--- config.mk ---
export PLATFORM = sky130hd
export DESIGN_NAME = enigma_ctrl
export DESIGN_NICKNAME = d
export VERILOG_FILES = /design/src/rtl/enigma_ctrl.sv
export SDC_FILE = /design/constraint.sdc
export NUM_CORES = 1
export LEC_CHECK = 0
export CORE_ASPECT_RATIO = 1.2
export CORE_MARGIN = 2
export CORE_UTILIZATION = 30
export CTS_CLUSTER_SIZE = 16
export DETAILED_ROUTE_END_ITERATION = 8
export SLEW_MARGIN = 20
export SYNTH_ARGS = -nofsm -noshare
export SYNTH_HDL_FRONTEND = slang
export SYNTH_SLANG_ARGS = --single-unit
--- constraint.sdc ---
create_clock -name clk -period 5.4 [get_ports clk]
set_input_delay 0.54 -clock clk [delete_from_list [all_inputs] [get_ports clk]]
set_output_delay 0.54 -clock clk [all_outputs]
set_load 0.005 [all_outputs]
--- src/rtl/enigma_ctrl.sv ---
// ---------------------------------------------------------------------------
// enigma_ctrl
// Per-character sequencer for a three-rotor Enigma datapath. Accepts one
// ASCII character per valid/ready handshake, steps the rotor positions like
// an odometer and routes letters through the external rotors one at a time
// (0->1->2 to encode, 2->1->0 to decode). The result is returned on a
// one-cycle out_valid strobe. Non-letters bypass the rotors unchanged.
//
// Parameters:
//   TIMEOUT   max WAIT cycles per rotor before error (1..65535)
//
// Ports:
//   clk, reset            clock, asynchronous active-high reset
//   cfg_load, cfg_pos     load rotor start positions (rotor k at [5k+:5])
//   in_valid/in_ready     character input handshake
//   in_char, in_dec       input character and direction (1 = decode)
//   out_valid, out_char   result strobe and held result
//   rot_set               configuration strobe to all rotors
//   rot_en, rot_valid     per-rotor step and character-issue strobes
//   rot_din, rot_dec      shared character bus and direction to rotors
//   rot_done, rot_dout    per-rotor completion and results (rotor k at [8k+:8])
//   pos                   current rotor positions
//   busy, err             controller not idle, sticky timeout flag
//
// Build option:
//   ENIGMA_CTRL_TIMEOUT_EN  enables the per-rotor WAIT watchdog and ERR state.
// ---------------------------------------------------------------------------
module enigma_ctrl #(
   parameter int unsigned TIMEOUT = 1000
) (
   input  logic        clk,
   input  logic        reset,
   input  logic        cfg_load,
   input  logic [14:0] cfg_pos,
   input  logic        in_valid,
   output logic        in_ready,
   input  logic [7:0]  in_char,
   input  logic        in_dec,
   output logic        out_valid,
   output logic [7:0]  out_char,
   output logic        rot_set,
   output logic [2:0]  rot_en,
   output logic [2:0]  rot_valid,
   output logic [7:0]  rot_din,
   output logic        rot_dec,
   input  logic [2:0]  rot_done,
   input  logic [23:0] rot_dout,
   output logic [14:0] pos,
   output logic        busy,
   output logic        err
);

   localparam int unsigned NROT = 3;
   localparam int unsigned PW   = 5;
   localparam int unsigned CW   = 8;
   localparam int unsigned SW   = 2;

   // Elaboration-time guard on the watchdog range
   if (TIMEOUT < 1 || TIMEOUT > 65535) begin : g_timeout_range
      $error("enigma_ctrl: TIMEOUT must be within 1..65535");
   end

   typedef enum logic [2:0] {
      S_IDLE  = 3'd0,
      S_STEP  = 3'd1,
      S_ISSUE = 3'd2,
      S_WAIT  = 3'd3,
      S_OUT   = 3'd4,
      S_ERR   = 3'd5
   } state_t;

   state_t               r_state, w_state_nxt;
   logic [SW-1:0]        r_stage, w_stage_nxt;
   logic [CW-1:0]        r_char, w_char_nxt;
   logic                 r_dec, w_dec_nxt;
   logic [NROT*PW-1:0]   r_pos, w_pos_nxt;
   logic                 r_err, w_err_nxt;
   logic [CW-1:0]        r_out_char, w_out_char_nxt;
   logic                 r_out_valid;
   logic                 r_busy;
   logic                 r_rot_set, w_set_nxt;
   logic [NROT-1:0]      r_rot_en, w_en_nxt;
   logic [NROT-1:0]      r_rot_valid, w_valid_nxt;
   logic [SW-1:0]        w_k, w_k_nxt;
   logic                 w_done_k;
   logic [CW-1:0]        w_dout_k;
   logic [NROT*PW-1:0]   w_cfg_pos;
   logic [PW-1:0]        w_p0, w_p1, w_p2;
   logic                 w_p0_max, w_p1_max;
   logic                 w_is_letter;
   logic                 w_timeout;

   // Position increment with 25 -> 0 wrap
   function automatic logic [PW-1:0] f_wrap_inc(input logic [PW-1:0] p);
      return (p == PW'(25)) ? '0 : p + PW'(1);
   endfunction

   // Out-of-range start positions load as 0
   function automatic logic [PW-1:0] f_sanitize(input logic [PW-1:0] p);
      return (p >= PW'(26)) ? '0 : p;
   endfunction

   assign w_p0        = r_pos[PW-1:0];
   assign w_p1        = r_pos[2*PW-1:PW];
   assign w_p2        = r_pos[3*PW-1:2*PW];
   assign w_p0_max    = (w_p0 == PW'(25));
   assign w_p1_max    = (w_p1 == PW'(25));
   assign w_is_letter = (in_char >= CW'(65)) && (in_char <= CW'(90));

   // Active rotor for the current stage: stage order reversed when decoding
   assign w_k = r_dec ? (SW'(2) - r_stage) : r_stage;

   // Select completion and result of the active rotor only
   always_comb begin
      w_done_k = 1'b0;
      w_dout_k = '0;
      case (w_k)
         2'd0:    begin w_done_k = rot_done[0]; w_dout_k = rot_dout[7:0];   end
         2'd1:    begin w_done_k = rot_done[1]; w_dout_k = rot_dout[15:8];  end
         default: begin w_done_k = rot_done[2]; w_dout_k = rot_dout[23:16]; end
      endcase
   end

   // Sanitised configuration positions
   always_comb begin
      w_cfg_pos = '0;
      for (int k = 0; k < NROT; k++) begin
         w_cfg_pos[k*PW +: PW] = f_sanitize(cfg_pos[k*PW +: PW]);
      end
   end

`ifdef ENIGMA_CTRL_TIMEOUT_EN
   localparam int unsigned WDW = 16;
   localparam int unsigned WCW = WDW + 1;

   logic [WDW-1:0] r_wdog;

   // Watchdog: cleared on each issue, counts WAIT cycles
   always_ff @(posedge clk or posedge reset) begin
      if (reset) begin
         r_wdog <= '0;
      end else if (r_state == S_ISSUE) begin
         r_wdog <= '0;
      end else if (r_state == S_WAIT) begin
         r_wdog <= r_wdog + WDW'(1);
      end
   end

   // Fires in the WAIT cycle that brings the count to TIMEOUT
   assign w_timeout = (WCW'(r_wdog) + WCW'(1)) >= WCW'(TIMEOUT);
`else
   assign w_timeout = 1'b0;
`endif

   // State register
   always_ff @(posedge clk or posedge reset) begin
      if (reset) begin
         r_state <= S_IDLE;
      end else begin
         r_state <= w_state_nxt;
      end
   end

   // Next state, datapath next values and next-cycle strobes
   always_comb begin
      w_state_nxt    = r_state;
      w_stage_nxt    = r_stage;
      w_char_nxt     = r_char;
      w_dec_nxt      = r_dec;
      w_pos_nxt      = r_pos;
      w_err_nxt      = r_err;
      w_out_char_nxt = r_out_char;
      w_set_nxt      = 1'b0;
      w_en_nxt       = '0;
      w_valid_nxt    = '0;
      w_k_nxt        = '0;

      case (r_state)
         S_IDLE: begin
            // Configuration takes priority over a simultaneous character
            if (cfg_load) begin
               w_pos_nxt = w_cfg_pos;
               w_set_nxt = 1'b1;
               w_err_nxt = 1'b0;
            end else if (in_valid && !r_err) begin
               w_char_nxt  = in_char;
               w_dec_nxt   = in_dec;
               w_stage_nxt = '0;
               if (w_is_letter) begin
                  w_state_nxt = S_STEP;
               end else begin
                  w_out_char_nxt = in_char;
                  w_state_nxt    = S_OUT;
               end
            end
         end

         S_STEP: begin
            w_pos_nxt[PW-1:0] = f_wrap_inc(w_p0);
            if (w_p0_max) begin
               w_pos_nxt[2*PW-1:PW] = f_wrap_inc(w_p1);
            end
            if (w_p0_max && w_p1_max) begin
               w_pos_nxt[3*PW-1:2*PW] = f_wrap_inc(w_p2);
            end
            w_state_nxt = S_ISSUE;
         end

         S_ISSUE: begin
            w_state_nxt = S_WAIT;
         end

         S_WAIT: begin
            if (w_done_k) begin
               w_char_nxt = w_dout_k;
               if (r_stage == SW'(2)) begin
                  w_out_char_nxt = w_dout_k;
                  w_state_nxt    = S_OUT;
               end else begin
                  w_stage_nxt = r_stage + SW'(1);
                  w_state_nxt = S_ISSUE;
               end
            end else if (w_timeout) begin
               w_err_nxt   = 1'b1;
               w_state_nxt = S_ERR;
            end
         end

         S_OUT: begin
            w_state_nxt = S_IDLE;
         end

         S_ERR: begin
            if (cfg_load) begin
               w_pos_nxt   = w_cfg_pos;
               w_set_nxt   = 1'b1;
               w_err_nxt   = 1'b0;
               w_state_nxt = S_IDLE;
            end
         end

         default: begin
            w_state_nxt = S_IDLE;
         end
      endcase

      // Step strobes use the pre-step positions
      if (w_state_nxt == S_STEP) begin
         w_en_nxt = {w_p0_max & w_p1_max, w_p0_max, 1'b1};
      end

      // Issue strobe to the rotor serving the upcoming stage
      if (w_state_nxt == S_ISSUE) begin
         w_k_nxt = w_dec_nxt ? (SW'(2) - w_stage_nxt) : w_stage_nxt;
         case (w_k_nxt)
            2'd0:    w_valid_nxt = 3'b001;
            2'd1:    w_valid_nxt = 3'b010;
            default: w_valid_nxt = 3'b100;
         endcase
      end
   end

   // Datapath and output registers
   always_ff @(posedge clk or posedge reset) begin
      if (reset) begin
         r_stage     <= '0;
         r_char      <= '0;
         r_dec       <= 1'b0;
         r_pos       <= '0;
         r_err       <= 1'b0;
         r_out_char  <= '0;
         r_out_valid <= 1'b0;
         r_busy      <= 1'b0;
         r_rot_set   <= 1'b0;
         r_rot_en    <= '0;
         r_rot_valid <= '0;
      end else begin
         r_stage     <= w_stage_nxt;
         r_char      <= w_char_nxt;
         r_dec       <= w_dec_nxt;
         r_pos       <= w_pos_nxt;
         r_err       <= w_err_nxt;
         r_out_char  <= w_out_char_nxt;
         r_out_valid <= (w_state_nxt == S_OUT);
         r_busy      <= (w_state_nxt != S_IDLE);
         r_rot_set   <= w_set_nxt;
         r_rot_en    <= w_en_nxt;
         r_rot_valid <= w_valid_nxt;
      end
   end

   // Ready drops immediately on cfg_load so configuration always wins
   assign in_ready  = (r_state == S_IDLE) & ~cfg_load & ~r_err & ~reset;
   assign out_valid = r_out_valid;
   assign out_char  = r_out_char;
   assign rot_set   = r_rot_set;
   assign rot_en    = r_rot_en;
   assign rot_valid = r_rot_valid;
   assign rot_din   = r_char;
   assign rot_dec   = r_dec;
   assign pos       = r_pos;
   assign busy      = r_busy;
   assign err       = r_err;

endmodule

### After elaboration in Yosys (flattened, before gate mapping)

Cells that the tools add are included.

| operators by class | value |
|---|---|
| $add $sub $neg | 6 |
| $mul | 0 |
| divide/modulo/power cells | 0 |
| $lt $le $gt $ge | 5 |
| equality and inequality tests | 21 |
| shifts and indexed selects | 0 |
| mux-type cells | 44 |
| bitwise gates (word level) | 5 |
| reductions and logical operators | 14 |

Operators by type and width:

| kind | count |
|---|---|
| 2-to-1 mux 8 bit | 8 |
| one-hot mux 8 bit (2 select lines) | 3 |
| 2-to-1 mux 5 bit | 8 |
| one-hot mux 15 bit (2 select lines) | 1 |
| 2-to-1 mux 3 bit | 8 |
| adder 5 x 1 -> 5 bit (second input constant) | 3 |
| equality test 5 bit (second input constant) | 3 |
| greater-or-equal comparator 5 bit (second input constant) | 3 |
| 2-to-1 mux 15 bit | 1 |
| one-hot mux 3 bit (5 select lines) | 1 |
| != test 2 bit (second input constant) | 7 |
| 2-to-1 mux 2 bit | 6 |
| equality test 3 x 2 -> 1 bit (second input constant) | 3 |
| greater-or-equal comparator 8 x 7 -> 1 bit (second input constant) | 1 |
| less-or-equal comparator 8 x 7 -> 1 bit (second input constant) | 1 |
| equality test 3 x 1 -> 1 bit (second input constant) | 2 |
| equality test 3 bit (second input constant) | 2 |
| one-hot mux 3 bit (2 select lines) | 1 |
| AND reduction 3 bit | 2 |
| AND reduction 6 bit | 1 |
| 2-to-1 mux 1 bit | 5 |
| equality test 2 x 1 -> 1 bit (second input constant) | 2 |
| logical NOT 2 bit | 2 |
| one-hot mux 2 bit (2 select lines) | 1 |
| other kinds (14) | 20 |

| word-level totals | value |
|---|---|
| bits in registers | 46 |
| bits in latches | 0 |
| bits in writable memories | 0 |
| bits in read-only memories | 0 |
| bits of input ports | 55 |
| output and inout port bits | 43 |
| word-level logic and storage cells | 108 |
| memories | 0 |

### Logic depth before layout (Yosys ltp)

| logic depth | value |
|---|---|
| depth in word-level cells | 11 |
| mapped depth | 10 |
| gate-level depth less buffers | 10 |

### Least setup slack after synthesis

No wires, ideal clock.

| path | value |
|---|---|
| path kind | register to register |
| start | register r_stage[0] |
| end | register r_out_char[0], in the netlist out_char[0] |
| setup time | 125 ps |
| arrival | 2,253 ps |
| required time | 5,275 ps |
| slack | 3,023 ps |
| stages on the path, launching flop included | 9 |
| buffers on the path | 1 |
| clock period less this slack | 2,377 ps |
| cells stage by stage | dfrtp_1 inv_1 ha_1 nand2b_2 a311o_2 o211ai_2 o311a_1 buf_4 mux2_2 |

| between the ends | value |
|---|---|
| word-level cells in the longest chain between the ends | 7 |
| elaborated cells between the ends (all ways) | 13 |
| classes of those cells | 1 x add/sub; 4 x eq/ne; 6 x mux; 2 x reduce/logical |

RTL lines:

| element | line | RTL |
|---|---|---|
| start, declared | 73 | `logic [SW-1:0] r_stage, w_stage_nxt;` |
| start signal, assigned | 278 | `r_stage <= w_stage_nxt;` |
| subtractor 2 bit | 111 | `assign w_k = r_dec ? (SW'(2) - r_stage) : r_stage;` |
| 2-to-1 mux 2 bit | 111 |  |
| equality test 2 x 1 -> 1 bit or logical NOT 2 bit (tied branches) | 117 | `case (w_k)` |
| one-hot mux 8 bit (2 select lines) | 117 |  |
| 2-to-1 mux 8 bit | 216 | `if (r_stage == SW'(2)) begin` |
| 2-to-1 mux 8 bit | 214 | `if (w_done_k) begin` |
| one-hot mux 8 bit (2 select lines) | 178 | `case (r_state)` |
| end signal, assigned | 283 | `r_out_char <= w_out_char_nxt;` |
| end, declared | 78 | `logic [CW-1:0] r_out_char, w_out_char_nxt;` |

Parallel ways exist; a longest one is shown, timed or not. The select of a mux whose other input is x is not followed.
A chain may end at the register's enable or synchronous reset.

### Final worst setup path

Same ends and word-level chain as after synthesis.

==> run_results.csv <==
group,metric,value,unit
global_routing,gr-total-overflow,0,
sta,setup_viol,0,
worst_setup_path,crit_path_start_kind,"register",
clock_network,cts_sinks,46,
route,drt_wl_total,7450,µm
worst_setup_path,crit_path_max_fanout,9,
clock_network,holdBufCountCts,0,
layout,antenna_cells,0,
route,ant_nets,0,
synth,synth-seq-cells,46,
flow_run,cap_viol_max_count,0,
synth,synth_cells,288,
pwr,power.density,540,mW/mm²
clock_network,cts_resized,0,
sta,slew_headroom,26.8,%
clock_network,cts_tree,"built",
place,hpwlAfterDp,5870,µm
synth,synth-async-reset-ratio,100,%
layout,final_layout_size_suffix_gt1_share,10.5,%
worst_setup_path,critPathArrivalTime,2.97,ns
global_routing,grt_max_degree,47,
route,num_vias,2467,
hold_path,min_path_type,"reg -> reg",
die,initial_core_util,30.8,%
layout,syn_to_final_growth,42.2,%
sta,finalHoldViolCount,0,
route,dr.pass1.iters,4,
place,dpl-instance-area,0.00383,mm²
die,ios,98,
synth,synth_area_per_cell,9.61,µm²
layout,fin_area,0.00394,mm²
sta,rsz0062_at_grt,"no",
sta,worst_pin_slew,1.09,ns
synth,ys_types,57,
clock_network,numCtsBuffers,5,
die,coreArea,0.00899,mm²
clock_network,cts_buffer_depth,2,
worst_setup_path,required,5.58,ns
sta,fin_crit_sh,51.6,%
route,initialDrtViolationCount,128,
worst_setup_path,crit_type,"reg -> reg",
sta,setup_tns,0,ns
global_routing,track_usage,15.3,%
synth,syn-cell-area,0.00277,mm²
place,port_buffers,96,
route,avgViaCountPerCell,4.92,
synth,synth_edf_count,0,
die,die_x,91.7,µm
synth,yosysWarnings,0,
synth,synth_area_leader_cell,"dfrtp_1",
layout,fin_nets,446,
synth,netlist.area_leader.share,41.6,%
clock_network,clk_pin_slew,0.08,ns
worst_setup_path,critPathCaptureType,"register",
route,drc,0,
sta,fmax,359,MHz
run_status,outcome,"finished, final reports clean",
sta,period_needed,2.79,ns
synth,synth.net_count,354,
global_routing,grt_pass1_wl,12200,µm
place,place_congestion,0.817,
synth,yosys-top-cells-count,"dfrtp_1, nand2_1, o21ai_0, nor2_1",
pwr,p_leak,1.60,nW
clock_network,cts_root_buf,"clkbuf_8",
clock_network,post_cts.repair.setup_buffers,0,
synth,ys_seq_area_share,41.6,%
route,drt-wirelength-per-cell,14.9,µm
global_routing,antenna_found_initial,0,
die,row_count,38,
pwr,peakVddDrop,0.275,mV
sta,clock_skew,0.00435,ns
global_routing,first_global_vias,2488,
clock_network,htree_levels,2,
clock_network,clock_latency,0.29,ns
synth,ys_top_cells_by_area,"dfrtp_1, mux2_2, ha_1",
die,fp.dieH,109,µm
die,die-area,0.0100,mm²
sta,final_max_slew_viol_count,0,
synth,synth.most_common_cell,"dfrtp_1",
synth,ys.flop_type,"dfrtp_1",
## path summary, 6_finish.rpt
| path | cells after the start | from | end | slack [ns] |
|---|---|---|---|---|
| worst max-delay path | 7 | r_stage[0] | out_char[0] | 2.61 |
| worst min-delay path | 1 | rot_din[6] | rot_din[6] | 0.51 |
| worst max register to register | 7 | r_stage[0] | out_char[0] | 2.61 |
| worst min register to register | 1 | rot_din[6] | rot_din[6] | 0.51 |
| max in group asynchronous | 2 | reset | r_state[2] | 4.20 |
| min in group asynchronous | 2 | reset | rot_valid[1] | 0.71 |
## layer usage
layer	wire length (µm)	vias up	part of all wire (%)	global-route usage, %
li1	-	1233	-	-
met1	3190	1181	43	18.5
met2	3900	42	52	27.7
met3	218	11	2.9	2.42
met4	140	0	1.9	4.98
met5	0	-	0	0
## stage by stage
stage / setup WS, ns / hold WS, ns / utilization, % / power (mW) / instances
after floorplan: 3.02 / 0.505 / - / 1.39 / 288
after global placement: 2.55 / 0.491 / 42.6 / 1.86 / 493
after detailed placement: 2.45 / 0.496 / 42.6 / 1.89 / 493
after CTS: 2.62 / 0.513 / 43.8 / 2.14 / 501
after global routing: 2.46 / 0.534 / 43.8 / 2.30 / 501
final: 2.61 / 0.512 / 43.8 / 2.12 / 501
## registers in the layout, indices dropped and copies added (netlist names)
register	cells
pos	15
busy	1
r_stage	2
rot_en	3
rot_set	1
rot_din	8
out_valid	1
rot_dec	1
out_char	8
r_state	3
rot_valid	3
## cells by family (layout without fill, tap and decap cells)
logic type	after synthesis	count (layout)	synth area share [%]
compound gates	83	83	22.0
simple gates	102	102	19.7
other cells	1	1	0.135
xor+xnor	2	2	0.633
flops	46	46	41.6
fa+ha+maj	11	11	4.97
buf+inv	25	118	3.75
mux	18	18	7.28
## cell type report
class | instances | area [µm²]
clock buffer | 7 | 76.3
clock inverter | 1 | 30.0
fill | 872 | 5050
inverter | 14 | 53.8
multi-input combinational | 217 | 1510
sequential | 46 | 1150
tap | 120 | 150
timing repair buffer | 96 | 961
## where the power goes
group	total (mW)	switching [mW]	internal, mW
clock	0.249	0.111	0.139
sequential	0.657	0.160	0.497
combinational	1.22	0.559	0.657
## worst max-delay path, cell delays in order, from the launching register on
cell and delay [ns]:
dfrtp_1 0.40, inv_1 0.20, ha_1 0.30, nand2b_2 0.25
a311o_2 0.39, o211ai_2 0.21, o311a_1 0.53, mux2_2 0.39
## cell usage in the layout, fill, tap and decap left out, drive strengths merged, types with 2 or more instances in the layout
| cell | n |
|---|---|
| a21oi | 10 |
| a221oi | 8 |
| a22o | 5 |
| a2bb2oi | 2 |
| a31o | 2 |
| a31oi | 4 |
| and2 | 10 |
| clkbuf | 7 |
| clkdlybuf4s50 | 96 |
| dfrtp | 46 |
| ha | 11 |
| inv | 13 |
| mux2 | 17 |
| nand2 | 26 |
| nand2b | 8 |
| nand3 | 17 |
| nand3b | 2 |
| nand4b | 3 |
| nor2 | 20 |
| nor3 | 3 |
| o211ai | 4 |
| o21a | 5 |
| o21ai | 25 |
| o2bb2ai | 2 |
| o31ai | 4 |
| or2 | 3 |
| or3 | 2 |
| or4 | 2 |
| xor2 | 2 |
Note: power is estimated with default switching activity, not from simulation.
